**src/rtl/button_gesture_ctrl_pkg.sv**
```systemverilog
`default_nettype none
// +--------------------------------------------------------------------------+
// | button_gesture_ctrl_pkg : shared state encoding and event codes          |
// | Rev 1.0                                                                  |
// +--------------------------------------------------------------------------+
package button_gesture_ctrl_pkg;

  typedef enum logic [2:0] {
    ST_IDLE    = 3'd0,
    ST_PRESS1  = 3'd1,
    ST_HELD    = 3'd2,
    ST_WAIT2   = 3'd3,
    ST_PRESS2  = 3'd4,
    ST_WAITREL = 3'd5
  } state_e;

  localparam logic [2:0] EV_NONE   = 3'd0;
  localparam logic [2:0] EV_SHORT  = 3'd1;
  localparam logic [2:0] EV_DOUBLE = 3'd2;
  localparam logic [2:0] EV_LONG   = 3'd3;
  localparam logic [2:0] EV_REPEAT = 3'd4;

endpackage
`default_nettype wire

```
**src/rtl/button_event_reg.sv**
```systemverilog
`default_nettype none
// +--------------------------------------------------------------------------+
// | button_event_reg : single-entry valid/ready event holder, sticky overrun |
// | Rev 1.0                                                                  |
// +--------------------------------------------------------------------------+
module button_event_reg
  import button_gesture_ctrl_pkg::*;
(
  input  logic       clk,
  input  logic       rst_n,
  input  logic       push_i,
  input  logic [2:0] code_i,
  input  logic       ready_i,
  input  logic       clr_i,
  output logic       valid_o,
  output logic [2:0] code_o,
  output logic       overrun_o
);

  logic       valid_q, valid_d;
  logic [2:0] code_q, code_d;
  logic       ovr_q, ovr_d;
  logic       w_accept;
  logic       w_drop;

  // A held event being consumed frees the slot in the same cycle.
  assign w_accept = push_i && (!valid_q || ready_i);
  assign w_drop   = push_i && valid_q && !ready_i;

  always_comb begin
    valid_d = valid_q;
    code_d  = code_q;
    ovr_d   = ovr_q;
    if (valid_q && ready_i) begin
      valid_d = 1'b0;
      code_d  = EV_NONE;
    end
    if (w_accept) begin
      valid_d = 1'b1;
      code_d  = code_i;
    end
    if (w_drop) begin
      ovr_d = 1'b1;
    end else if (clr_i) begin
      ovr_d = 1'b0;
    end
  end

  always_ff @(posedge clk or negedge rst_n) begin
    if (!rst_n) begin
      valid_q <= 1'b0;
      code_q  <= EV_NONE;
      ovr_q   <= 1'b0;
    end else begin
      valid_q <= valid_d;
      code_q  <= code_d;
      ovr_q   <= ovr_d;
    end
  end

  assign valid_o   = valid_q;
  assign code_o    = code_q;
  assign overrun_o = ovr_q;

endmodule
`default_nettype wire

```
**src/rtl/button_gesture_ctrl.sv**
```systemverilog
`default_nettype none
// +--------------------------------------------------------------------------+
// | button_gesture_ctrl : turns debounced edges into click/double/long/repeat|
// | Rev 1.0                                                                  |
// +--------------------------------------------------------------------------+
module button_gesture_ctrl
  import button_gesture_ctrl_pkg::*;
#(
  parameter int LONG_TICKS   = 1000,
  parameter int DOUBLE_TICKS = 300,
  parameter int REPEAT_TICKS = 200,
  parameter int CNT_W        = 12
) (
  input  logic       clk,
  input  logic       rst_n,
  input  logic       en,
  input  logic       tick,
  input  logic       btn_rise,
  input  logic       btn_fall,
  output logic       ev_valid,
  output logic [2:0] ev_code,
  input  logic       ev_ready,
  output logic       overrun,
  input  logic       ovr_clr,
  output logic       busy
);

  localparam logic [CNT_W-1:0] C_LONG_LAST   = CNT_W'(LONG_TICKS - 1);
  localparam logic [CNT_W-1:0] C_DOUBLE_LAST = CNT_W'(DOUBLE_TICKS - 1);
  localparam logic [CNT_W-1:0] C_REPEAT_LAST = CNT_W'(REPEAT_TICKS - 1);

  state_e           state_q, state_d;
  logic [CNT_W-1:0] cnt_q, cnt_d;
  logic             w_rise, w_fall, w_step;
  logic             w_long_hit, w_dbl_hit, w_rep_hit;
  logic             w_push;
  logic [2:0]       w_push_code;

  // Simultaneous rise+fall cancels out, yet still blocks the tick from counting.
  assign w_rise = btn_rise & ~btn_fall;
  assign w_fall = btn_fall & ~btn_rise;
  assign w_step = tick & ~btn_rise & ~btn_fall;

  assign w_long_hit = w_step && (cnt_q == C_LONG_LAST);
  assign w_dbl_hit  = w_step && (cnt_q == C_DOUBLE_LAST);
  assign w_rep_hit  = w_step && (cnt_q == C_REPEAT_LAST);

  always_comb begin
    state_d     = state_q;
    cnt_d       = w_step ? cnt_q + 1'b1 : cnt_q;
    w_push      = 1'b0;
    w_push_code = EV_NONE;
    case (state_q)
      ST_IDLE: begin
        cnt_d = '0;
        if (w_rise) state_d = ST_PRESS1;
      end
      ST_PRESS1: begin
        if (w_fall) begin
          state_d = ST_WAIT2;
        end else if (w_long_hit) begin
          w_push      = 1'b1;
          w_push_code = EV_LONG;
          state_d     = ST_HELD;
        end
      end
      ST_HELD: begin
        if (w_fall) begin
          state_d = ST_IDLE;
        end else if (w_rep_hit) begin
          w_push      = 1'b1;
          w_push_code = EV_REPEAT;
          cnt_d       = '0;
        end
      end
      ST_WAIT2: begin
        if (w_rise) begin
          state_d = ST_PRESS2;
        end else if (w_dbl_hit) begin
          w_push      = 1'b1;
          w_push_code = EV_SHORT;
          state_d     = ST_IDLE;
        end
      end
      ST_PRESS2: begin
        if (w_fall) begin
          w_push      = 1'b1;
          w_push_code = EV_DOUBLE;
          state_d     = ST_IDLE;
        end else if (w_long_hit) begin
          w_push      = 1'b1;
          w_push_code = EV_DOUBLE;
          state_d     = ST_WAITREL;
        end
      end
      ST_WAITREL: begin
        cnt_d = '0;
        if (w_fall) state_d = ST_IDLE;
      end
      default: begin
        state_d = ST_IDLE;
        cnt_d   = '0;
      end
    endcase

    if (state_d != state_q) cnt_d = '0;

    if (!en) begin
      state_d     = ST_IDLE;
      cnt_d       = '0;
      w_push      = 1'b0;
      w_push_code = EV_NONE;
    end
  end

  always_ff @(posedge clk or negedge rst_n) begin
    if (!rst_n) begin
      state_q <= ST_IDLE;
      cnt_q   <= '0;
    end else begin
      state_q <= state_d;
      cnt_q   <= cnt_d;
    end
  end

  assign busy = (state_q != ST_IDLE);

  button_event_reg u_event_reg (
    .clk       (clk),
    .rst_n     (rst_n),
    .push_i    (w_push),
    .code_i    (w_push_code),
    .ready_i   (ev_ready),
    .clr_i     (ovr_clr),
    .valid_o   (ev_valid),
    .code_o    (ev_code),
    .overrun_o (overrun)
  );

endmodule
`default_nettype wire

```
**config.mk**
```make
export PLATFORM = sky130hd
export DESIGN_NAME = button_gesture_ctrl
export DESIGN_NICKNAME = d
export VERILOG_FILES = /design/src/rtl/button_gesture_ctrl_pkg.sv /design/src/rtl/button_event_reg.sv /design/src/rtl/button_gesture_ctrl.sv
export SDC_FILE = /design/constraint.sdc
export NUM_CORES = 1
export LEC_CHECK = 0
export CORE_ASPECT_RATIO = 1.2
export CORE_MARGIN = 3
export CORE_UTILIZATION = 30
export CTS_CLUSTER_DIAMETER = 150
export DETAILED_ROUTE_END_ITERATION = 12
export GPL_ROUTABILITY_DRIVEN = 1
export GPL_TIMING_DRIVEN = 1
export HOLD_SLACK_MARGIN = 0.03
export PLACE_DENSITY = 0.49
export SETUP_SLACK_MARGIN = 0.02
export SLEW_MARGIN = 20
export SYNTH_ARGS = -nofsm -noshare
export SYNTH_HDL_FRONTEND = slang
export SYNTH_HIERARCHICAL = 1
export SYNTH_SLANG_ARGS = --single-unit
```
**constraint.sdc**
```tcl
create_clock -name clk -period 5.1 [get_ports clk]
set_clock_uncertainty 0.15 [all_clocks]
set_input_delay 1.02 -clock clk [delete_from_list [all_inputs] [get_ports clk]]
set_output_delay 1.02 -clock clk [all_outputs]
set_load 0.1 [all_outputs]
```
# After elaboration in Yosys (flattened, before gate mapping)
# Index checks and enable logic that the tools add are counted.
dict set report op_classes {
  n_addsub 1
  n_eq_ne 9
  muxes 41
  n_reduce_logical 16
  n_bitwise 6
}
# op n
set ops {}
lappend ops {{$mux W12} 5}
lappend ops {{$mux W3} 14}
lappend ops {{$pmux W12 S2} 1}
lappend ops {{$pmux W3 S5} 1}
lappend ops {{$mux W1} 14}
lappend ops {{$add A12 B1 Y12 const B} 1}
lappend ops {{$eq A12 B10 Y1 const B} 1}
lappend ops {{$eq A12 B8 Y1 const B} 1}
lappend ops {{$eq A12 B9 Y1 const B} 1}
lappend ops {{$pmux W3 S4} 1}
lappend ops {{$mux W2} 4}
lappend ops {{$logic_and A1 B1 Y1} 7}
lappend ops {{$eq A3 B2 Y1 const B} 2}
lappend ops {{$eq A3 B3 Y1 const B} 2}
lappend ops {{$and A1 B1 Y1} 4}
lappend ops {{$pmux W1 S4} 1}
lappend ops {{$reduce_bool A2 Y1} 2}
lappend ops {{$eq A3 B1 Y1 const B} 1}
lappend ops {{$logic_not A3 Y1} 1}
lappend ops {{$ne A3 B3 Y1} 1}
lappend ops {{$reduce_bool A3 Y1} 1}
lappend ops {{$reduce_or A3 Y1} 1}
lappend ops {{$logic_not A1 Y1} 2}
lappend ops {{$not A1 Y1} 2}
lappend ops {{other kinds (2)} 2}
dict set report totals {
  wordCells 78
  input_bits 8
  output_inout_bits 6
  regBits 20
}

# Logic depth before layout (Yosys ltp)
# Gate-level depths: netlist (run 1).
dict set report depth {
  ltp_word 11
  depth_mapped 10
  depth_no_buf 8
}

# Modules after synthesis
# The synthesis (run 1) kept the hierarchy.
# module instances seq_area_each_um2 area_each_um2 cells_per_inst
set modules_own_cells {}
lappend modules_own_cells {button_gesture_ctrl 1 375.4 1149.9 141}
lappend modules_own_cells {button_event_reg 1 125.1 242.7 23}

# Worst setup path before layout (run 1)
# OpenSTA, ideal clock, no wires.
dict set report synth_path {
  path_kind {in2reg}
  startpoint {in btn_fall}
  endpoint {reg u_event_reg.code_q[0] (netlist: u_event_reg/code_o[0])}
  setup_slack_ns 1.876
  required_ns 4.776
  arrival_ns 2.900
  stages 10
  path_buffers 3
  setup_time_ns 0.174
  path_cell_list {buf_6 -> nand4bb_1 -> buf_2 -> or4_4 -> or2_1 -> a21o_1 -> a21oi_2 -> buf_6 -> mux2i_1 -> o221ai_1}
}
dict set report synth_via {
  elab_chain_cells 9
  word_cells_on_any_way 27
  classes_between {mux: 18; bitwise: 4; reduce/logical: 5}
}
# element line_no
set synth_lines {}
lappend synth_lines {{from (decl)} button_gesture_ctrl.sv:19} ;# input logic btn_fall,
lappend synth_lines {{$not A1 Y1} {button_gesture_ctrl.sv:40, button_gesture_ctrl.sv:42}}
lappend synth_lines {{$and A1 B1 Y1} button_gesture_ctrl.sv:42} ;# assign w_step = tick & ~btn_rise & ~btn_fall;
lappend synth_lines {{$logic_and A1 B1 Y1 (on tied branches)} {button_gesture_ctrl.sv:44, button_gesture_ctrl.sv:45, button_gesture_ctrl.sv:46}}
lappend synth_lines {{$mux W1 (on tied branches) (2 in series)} --}
lappend synth_lines {{$pmux W1 S4 *} button_gesture_ctrl.sv:53} ;# case (state_q)
lappend synth_lines {{$mux W1 *} button_gesture_ctrl.sv:108} ;# if (!en) begin
lappend synth_lines {{net w_push} button_gesture_ctrl.sv:36} ;# logic w_push;
lappend synth_lines {{$logic_and A1 B1 Y1 *} button_event_reg.sv:27} ;# assign w_accept = push_i && (!valid_q || ready_i);
lappend synth_lines {{$mux W3 or $reduce_bool A2 Y1 (tied branches)} --}
lappend synth_lines {{to (signal assigned)} button_event_reg.sv:56} ;# code_q <= code_d;
lappend synth_lines {{to (decl)} button_event_reg.sv:21} ;# logic [2:0] code_q, code_d;
# Mark *: on every way through the listed nets, which the timed path passes. The rest lies on a longest branch.
# A chain may end at the register's enable or synchronous reset.

# Final worst setup path (run 1)
dict set report layout_path {
  startpoint {in btn_rise}
  endpoint {reg u_event_reg.code_q[0] (netlist: u_event_reg/code_o[0])}
}
dict set report layout_via {
  elab_chain_cells 10
  word_cells_on_any_way 28
  classes_between {mux: 18; bitwise: 5; reduce/logical: 5}
}
# element line_no
set layout_lines {}
lappend layout_lines {{from (decl)} button_gesture_ctrl.sv:18} ;# input logic btn_rise,
lappend layout_lines {{$not A1 Y1} {button_gesture_ctrl.sv:41, button_gesture_ctrl.sv:42}}
lappend layout_lines {{$and A1 B1 Y1 (2 in series)} button_gesture_ctrl.sv:42}
lappend layout_lines {{$logic_and A1 B1 Y1 (on tied branches)} {button_gesture_ctrl.sv:44, button_gesture_ctrl.sv:45, button_gesture_ctrl.sv:46}}
lappend layout_lines {{$mux W1 (on tied branches) (2 in series)} --}
lappend layout_lines {{$pmux W1 S4 *} button_gesture_ctrl.sv:53}
lappend layout_lines {{$mux W1 *} button_gesture_ctrl.sv:108}
lappend layout_lines {{net w_push} button_gesture_ctrl.sv:36}
lappend layout_lines {{$logic_and A1 B1 Y1 *} button_event_reg.sv:27}
lappend layout_lines {{$mux W3 or $reduce_bool A2 Y1 (tied branches)} --}
# Marked as above.

==> reports/metrics.cfg, run 1 <==
[yosys]
yosysTopAreaCell = dfrtp_1
synth_mux_area_frac = 0.0288
synth_top_family_by_area = simple AND/OR/NAND/NOR gates
synth_area_um2 = 1390
synth_cell_types = 47
synth_top_area_share = 0.359
postSynthAreaPerCell_um2 = 8.49
synth-seq-cells = 20
seq_area_frac_synth = 0.359
synth_edf_count = 0
async_flop_share = 1.00
synthCells = 164
synth_nets = 173
synth_xor_area_frac = 0.0629
synthFlopType = dfrtp_1
synthAdderAreaFrac = 0.00898
synth_area_leaders = dfrtp_1 (36%), nor2_1 (4.6%), nand2_1 (4.3%)
synth_common_cells = dfrtp_1 (20), nor2_1 (17), nand2_1 (16)
yosys.area_share.simple = 0.330
synth-compound-area-share = 0.153
synth.most_common_cell = dfrtp_1
yosys_warnings = 6

[worst_hold_path]
hp-start = u_event_reg/overrun_o
hold_path.class = reg2reg
min_to = u_event_reg/overrun_o
holdPathStages = 2

[sta]
finalCritPeriodShare = 0.746
post-route-min-period_ns = 3.81
whs_ns = 0.394
rsz0062_at_grt = false
slew_headroom = 0.355
final_hold_viol_count = 0
tns_ns = 0
tightestPinTransition_ns = 0.965
fin_ws_ns = 1.29
drv_slew = 0
setup_viol_count_final = 0
max_freq_mhz = 263

[detailed_routing]
drc = 0
ant_nets = 0
avgViaCountPerCell = 5.27
wire_per_inst_um = 14.3
drt_iter0_markers = 36
drtPass1Iterations = 4
wl_mm = 3.27
dr_total_vias = 1206

[floorplanning]
start_util = 0.319
die_w_um = 68.2
ios = 14
coreArea_um2 = 4360
dieArea_um2 = 5500
rows = 26
fp.dieH_um = 80.6

[pwr]
switching_share = 0.250
clock_power_share = 0.426
ir_drop_mv = 0.130
powerDensity_nw_per_um2 = 233
p_int_uw = 282
power.total_uw = 376
leakage_nw = 0.590
p_switching_uw = 94.1
seqPwrFrac = 0.437
comb_power_share = 0.137

[finish]
antenna_cells = 0
nets = 183
final_util = 0.371
fin_cells = 229
layout-drive-gt1-share = 0.0694
area_growth_pct = 16.2
fin_area_um2 = 1620

[global_route]
gr-usage-all-layers = 0.139
grt_pass1_vias = 1226
grt_overflow = 0
grt_start_max_net_pins = 21
antenna_found_initial = 0
grt_pass1_wl_mm = 5.88

[worst_setup_path]
slowest_stage = or4_4
cp_slowest_stage_delay_ns = 0.63
required_ns = 5.08
startpoint_type = input port
critical_path.top_delay_family = simple AND/OR/NAND/NOR gates
crit_type = in2reg
worst_r2r_endpoint = u_event_reg/code_o[0]
path_buf_inv = 1
r2r_setup_slack_ns = 2.17
crit_path_end_kind = register
timing.rr.start = cnt_q[4]
cp.arrival_ns = 3.79
path_max_fanout = 12
crit_chain = clkdlybuf4s50_1 -> nand4bb_1 -> or4_4 -> or2_1 -> a21o_1 -> a21oi_2 -> mux2i_1 -> o221ai_1
rr_worst_depth = 7

[clock_network]
ctsHoldBuffers = 0
numClockSinks = 20
cts_tree = done
cts_setup_buffers = 0
htree_levels = 1
clock_latency_ns = 0.26
clkSlewWorstSetupHoldPaths_ns = 0.08
root_buffer = clkbuf_8
cts-buffers-inserted = 3
clock_path_buffers = 2
ctsResizeCount = 0

[run]
drv_cap = 0

[placed_design]
port_buffers = 13
place_inst = 225
dp_hpwl_mm = 2.43
place_ws_ns = 1.04
dpl-instance-area_um2 = 1550
gp_congestion = 0.863

[status]
status = finished, final reports clean

## sequential cells by signal, summed over array words and instances, names as in the netlist
signal,cells
u_event_reg/overrun_o,1
state_q,3
u_event_reg/valid_o,1
cnt_q,12
u_event_reg/code_o,3
## cell type report
class / instances / area, µm²
clock inverters: 1 / 30.0
fillers: 473 / 2740
well taps: 56 / 70.1
multi-input cells: 127 / 812
repair buffers: 13 / 130
flip-flops and latches: 20 / 500
inverters: 9 / 33.8
clock buffers: 3 / 41.3
## worst max path at each step
| stage | slack (ns) | endpoint | depth (start not counted) | from |
|---|---|---|---|---|
| after global placement | 1.10 | u_event_reg/code_o[2] | 8 | btn_rise |
| after detailed placement | 1.04 | u_event_reg/code_o[0] | 8 | btn_rise |
| final | 1.29 | u_event_reg/code_o[0] | 8 | btn_rise |
| after floorplan | 1.88 | u_event_reg/code_o[0] | 10 | btn_fall |
| after CTS | 1.30 | u_event_reg/code_o[0] | 8 | btn_rise |
| after global routing | 1.11 | u_event_reg/code_o[0] | 8 | btn_rise |
## tightest hold or removal path: cells and delay by family, from the launching register on
family	cells	cell delay [ns]
flip-flops	1	0.38
AO/OA/AOI/OAI	1	0.07
buffers and inverters	1	0.05
## metal layers
metal,track usage,share of wire,vias to the layer above
met1,0.195,0.49,575
met2,0.219,0.47,24
met4,0.0477,0.0092,0
met3,0.0154,0.037,2
met5,0,0,-
li1,-,-,605
## cells in the final DEF (no fill, tap or decap), types with 2 or more instances in the layout
| master | instances |
|---|---|
| o221ai_1 | 4 |
| nor4_1 | 2 |
| inv_1 | 9 |
| clkbuf_8 | 3 |
| nand3_1 | 9 |
| mux2i_1 | 4 |
| or3_1 | 3 |
| nand4_1 | 3 |
| nor2_1 | 17 |
| xor2_1 | 6 |
| nand2b_1 | 4 |
| dfrtp_1 | 20 |
| nor3_1 | 4 |
| a21oi_1 | 7 |
| clkdlybuf4s50_1 | 13 |
| o21ai_0 | 8 |
| nor2b_1 | 3 |
| xnor2_1 | 4 |
| a21o_1 | 3 |
| o22ai_1 | 4 |
| nand2_1 | 16 |
| and3_1 | 2 |
## power groups by stage
stage	registers (mW)	logic, mW	clock network (mW)
2_1_floorplan	0.170	0.0328	0
3_3_place_gp	0.168	0.0517	0
3_5_place_dp	0.168	0.0517	0
4_1_cts	0.165	0.0520	0.166
5_1_grt	0.165	0.0570	0.176
6_report	0.165	0.0514	0.160
## kinds of logic (layout without fill, tap and decap cells)
| group | Yosys count | count (layout) |
|---|---|---|
| muxes | 4 | 4 |
| AOI/OAI and AO/OA | 33 | 33 |
| adders and majority gates | 1 | 1 |
| buffers and inverters | 17 | 26 |
| xor gates and xnor gates | 10 | 10 |
| DFF | 20 | 20 |
| and+or+nand+nor | 79 | 79 |
Power figures use the tool's default switching activity.
==> inputs of run 2 (changes only) <==
PLACE_DENSITY = 0.51   (was 0.49)
clock period = 3.1 ns   (was 5.1 ns; I/O delays follow)
==> reports/metrics.cfg, run 2 (synthesized netlist as in run 1, its figures left out) <==
[sta]
rsz0062_at_grt = false
finalCritPeriodShare = 0.931
post-route-min-period_ns = 2.89
setup_viol_count_final = 0  ; unchanged
tightestPinTransition_ns = 0.453  ; -0.512 ns
max_freq_mhz = 347
drv_slew = 0  ; unchanged
final_hold_viol_count = 0  ; unchanged
slew_headroom = 0.698  ; +0.343

[pwr]
seqPwrFrac = 0.436  ; about the same
powerDensity_nw_per_um2 = 367  ; +58%
comb_power_share = 0.146  ; +0.009
ir_drop_mv = 0.338  ; +160%
leakage_nw = 0.661  ; +12%
p_int_uw = 469  ; +66%
clock_power_share = 0.418  ; -0.008
p_switching_uw = 152  ; +61%
switching_share = 0.244  ; -0.00571

[worst_setup_path]
startpoint_type = input port
cp_slowest_stage_delay_ns = 0.56  ; -0.07 ns
crit_path_end_kind = register
worst_r2r_endpoint = u_event_reg/code_o[0]
crit_chain = clkdlybuf4s50_1 -> nand4bb_1 -> or4_4 -> or2_1 -> a21o_1 -> a21oi_2 -> mux2i_1 -> o221ai_1
r2r_setup_slack_ns = 0.47  ; -1.70 ns
rr_worst_depth = 7  ; unchanged
cp.arrival_ns = 2.87  ; -0.92 ns
crit_type = in2reg
timing.rr.start = cnt_q[4]
slowest_stage = or4_4
critPathLaunch = btn_fall
path_max_fanout = 5  ; -7
required_ns = 3.08  ; -2.00 ns

[detailed_routing]
dr_total_vias = 1258  ; +4.3%
ant_nets = 0  ; unchanged
wire_per_inst_um = 13.1  ; -8.3%
avgViaCountPerCell = 5.22  ; -0.88%
wl_mm = 3.15  ; -3.5%
drt_iter0_markers = 92  ; +160%
drc = 0  ; unchanged
drtPass1Iterations = 4  ; unchanged

[placed_design]
gp_congestion = 0.848  ; -1.8%
dp_hpwl_mm = 2.39  ; -1.4%
dpl-instance-area_um2 = 1620  ; +4.9%
port_buffers = 13  ; unchanged

[global_route]
gr-usage-all-layers = 0.125  ; -0.0149
grt_pass1_vias = 1206  ; -1.6%
grt_pass1_wl_mm = 5.37  ; -8.7%
antenna_found_initial = 0  ; unchanged
grt_start_max_net_pins = 21  ; unchanged
grt_overflow = 0  ; unchanged

[clock_network]
cts-buffers-inserted = 3  ; unchanged
cts_setup_buffers = 0  ; unchanged
numClockSinks = 20  ; unchanged
clkSlewWorstSetupHoldPaths_ns = 0.08  ; about the same
ctsResizeCount = 0  ; unchanged
cts_tree = done
clock_latency_ns = 0.26  ; about the same
htree_levels = 1  ; unchanged
clock_path_buffers = 2  ; unchanged
root_buffer = clkbuf_8
ctsHoldBuffers = 0  ; unchanged

[finish]
multiInputGateArea_um2 = 812  ; unchanged
largest_register_ffs = 12  ; unchanged
layout-drive-gt1-share = 0.162  ; +0.0928
final_cell_mix = dfrtp_1 (20), buf_4 (18), nor2_1 (17)
antenna_cells = 0  ; unchanged
area_growth_pct = 21.6
regMostFlops = cnt_q
final_common_cell = dfrtp_1
ff_latch_area_um2 = 500  ; unchanged
nets = 195  ; +6.6%
final_util = 0.388  ; +0.0172
fin_area_um2 = 1690  ; +4.6%
fillCellCount = 439  ; -7.2%

[run]
drv_cap = 0  ; unchanged

[floorplanning]
ios = 14  ; unchanged
rows = 26  ; unchanged
die_w_um = 68.2  ; unchanged
start_util = 0.319  ; unchanged
coreArea_um2 = 4360  ; unchanged
dieArea_um2 = 5500  ; unchanged
fp.dieH_um = 80.6  ; unchanged

[worst_hold_path]
holdPathStages = 2  ; unchanged
hp-start = u_event_reg/overrun_o
hold_path.class = reg2reg
min_to = u_event_reg/overrun_o

[status]
status = finished, final reports clean

[run 2: cell types whose count changed in the layout (fill, tap and decap cells not counted)]
| cell | before | now |
|---|---|---|
| buf_4 | 0 | 18 |
| clkdlybuf4s50_1 | 13 | 7 |
[run 2: cell type report]
class,count,area share
Clock buffer,3,0.0244
Clock inverter,1,0.0177
Inverter,9,0.0200
Multi-Input combinational cell,127,0.480
Sequential cell,20,0.296
Tap cell,56,0.0414
Timing Repair Buffer,25,0.121
[run 2: worst max-delay path: cells and delay by family]
| kind | cells | cell delay, ns |
|---|---|---|
| multiplexers | 1 | 0.23 |
| buffers and inverters | 1 | 0.44 |
| AO/OA/AOI/OAI | 3 | 0.57 |
| AND/OR/NAND/NOR | 3 | 1.01 |
[run 2: how the worst max path moves through the flow]
stage,end
final,u_event_reg/code_o[0]
after floorplan,u_event_reg/code_o[0]
after CTS,u_event_reg/code_o[0]
after global routing,u_event_reg/code_o[2]
after global placement,u_event_reg/code_o[0]
after detailed placement,u_event_reg/code_o[0]
[run 2: per-stage QoR]
stage	power, mW	cells	setup TNS, ns	setup slack [ns]	hold slack (ns)
after detailed placement	0.367	237	-0.222	-0.0870	0.378
after global routing	0.649	241	0	0.102	0.429
final	0.621	241	0	0.215	0.386
after floorplan	0.333	164	0	0.276	0.174
after CTS	0.630	241	0	0.190	0.391
after global placement	0.366	237	-0.0935	-0.0329	0.369
[run 2: layer usage]
metal / vias up / global-route usage / share of wire
li1: 627 / - / -
met1: 597 / 0.169 / 0.46
met2: 32 / 0.195 / 0.48
met3: 2 / 0.0322 / 0.059
met4: 0 / 0.0298 / 0.0060
met5: - / 0 / 0
[run 2: power by group through the flow]
| stage | clock network (mW) | registers [mW] | logic (mW) |
|---|---|---|---|
| after floorplan | 0 | 0.279 | 0.0540 |
| after global placement | 0 | 0.276 | 0.0907 |
| after detailed placement | 0 | 0.276 | 0.0912 |
| after CTS | 0.268 | 0.271 | 0.0912 |
| after global routing | 0.279 | 0.272 | 0.0980 |
| final | 0.259 | 0.271 | 0.0907 |
==> inputs of run 3 (changes only) <==
SLEW_MARGIN = not set   (was 20)
==> results of run 3 <==
No change in the layout: final DEF, timing and power equal those of run 2.
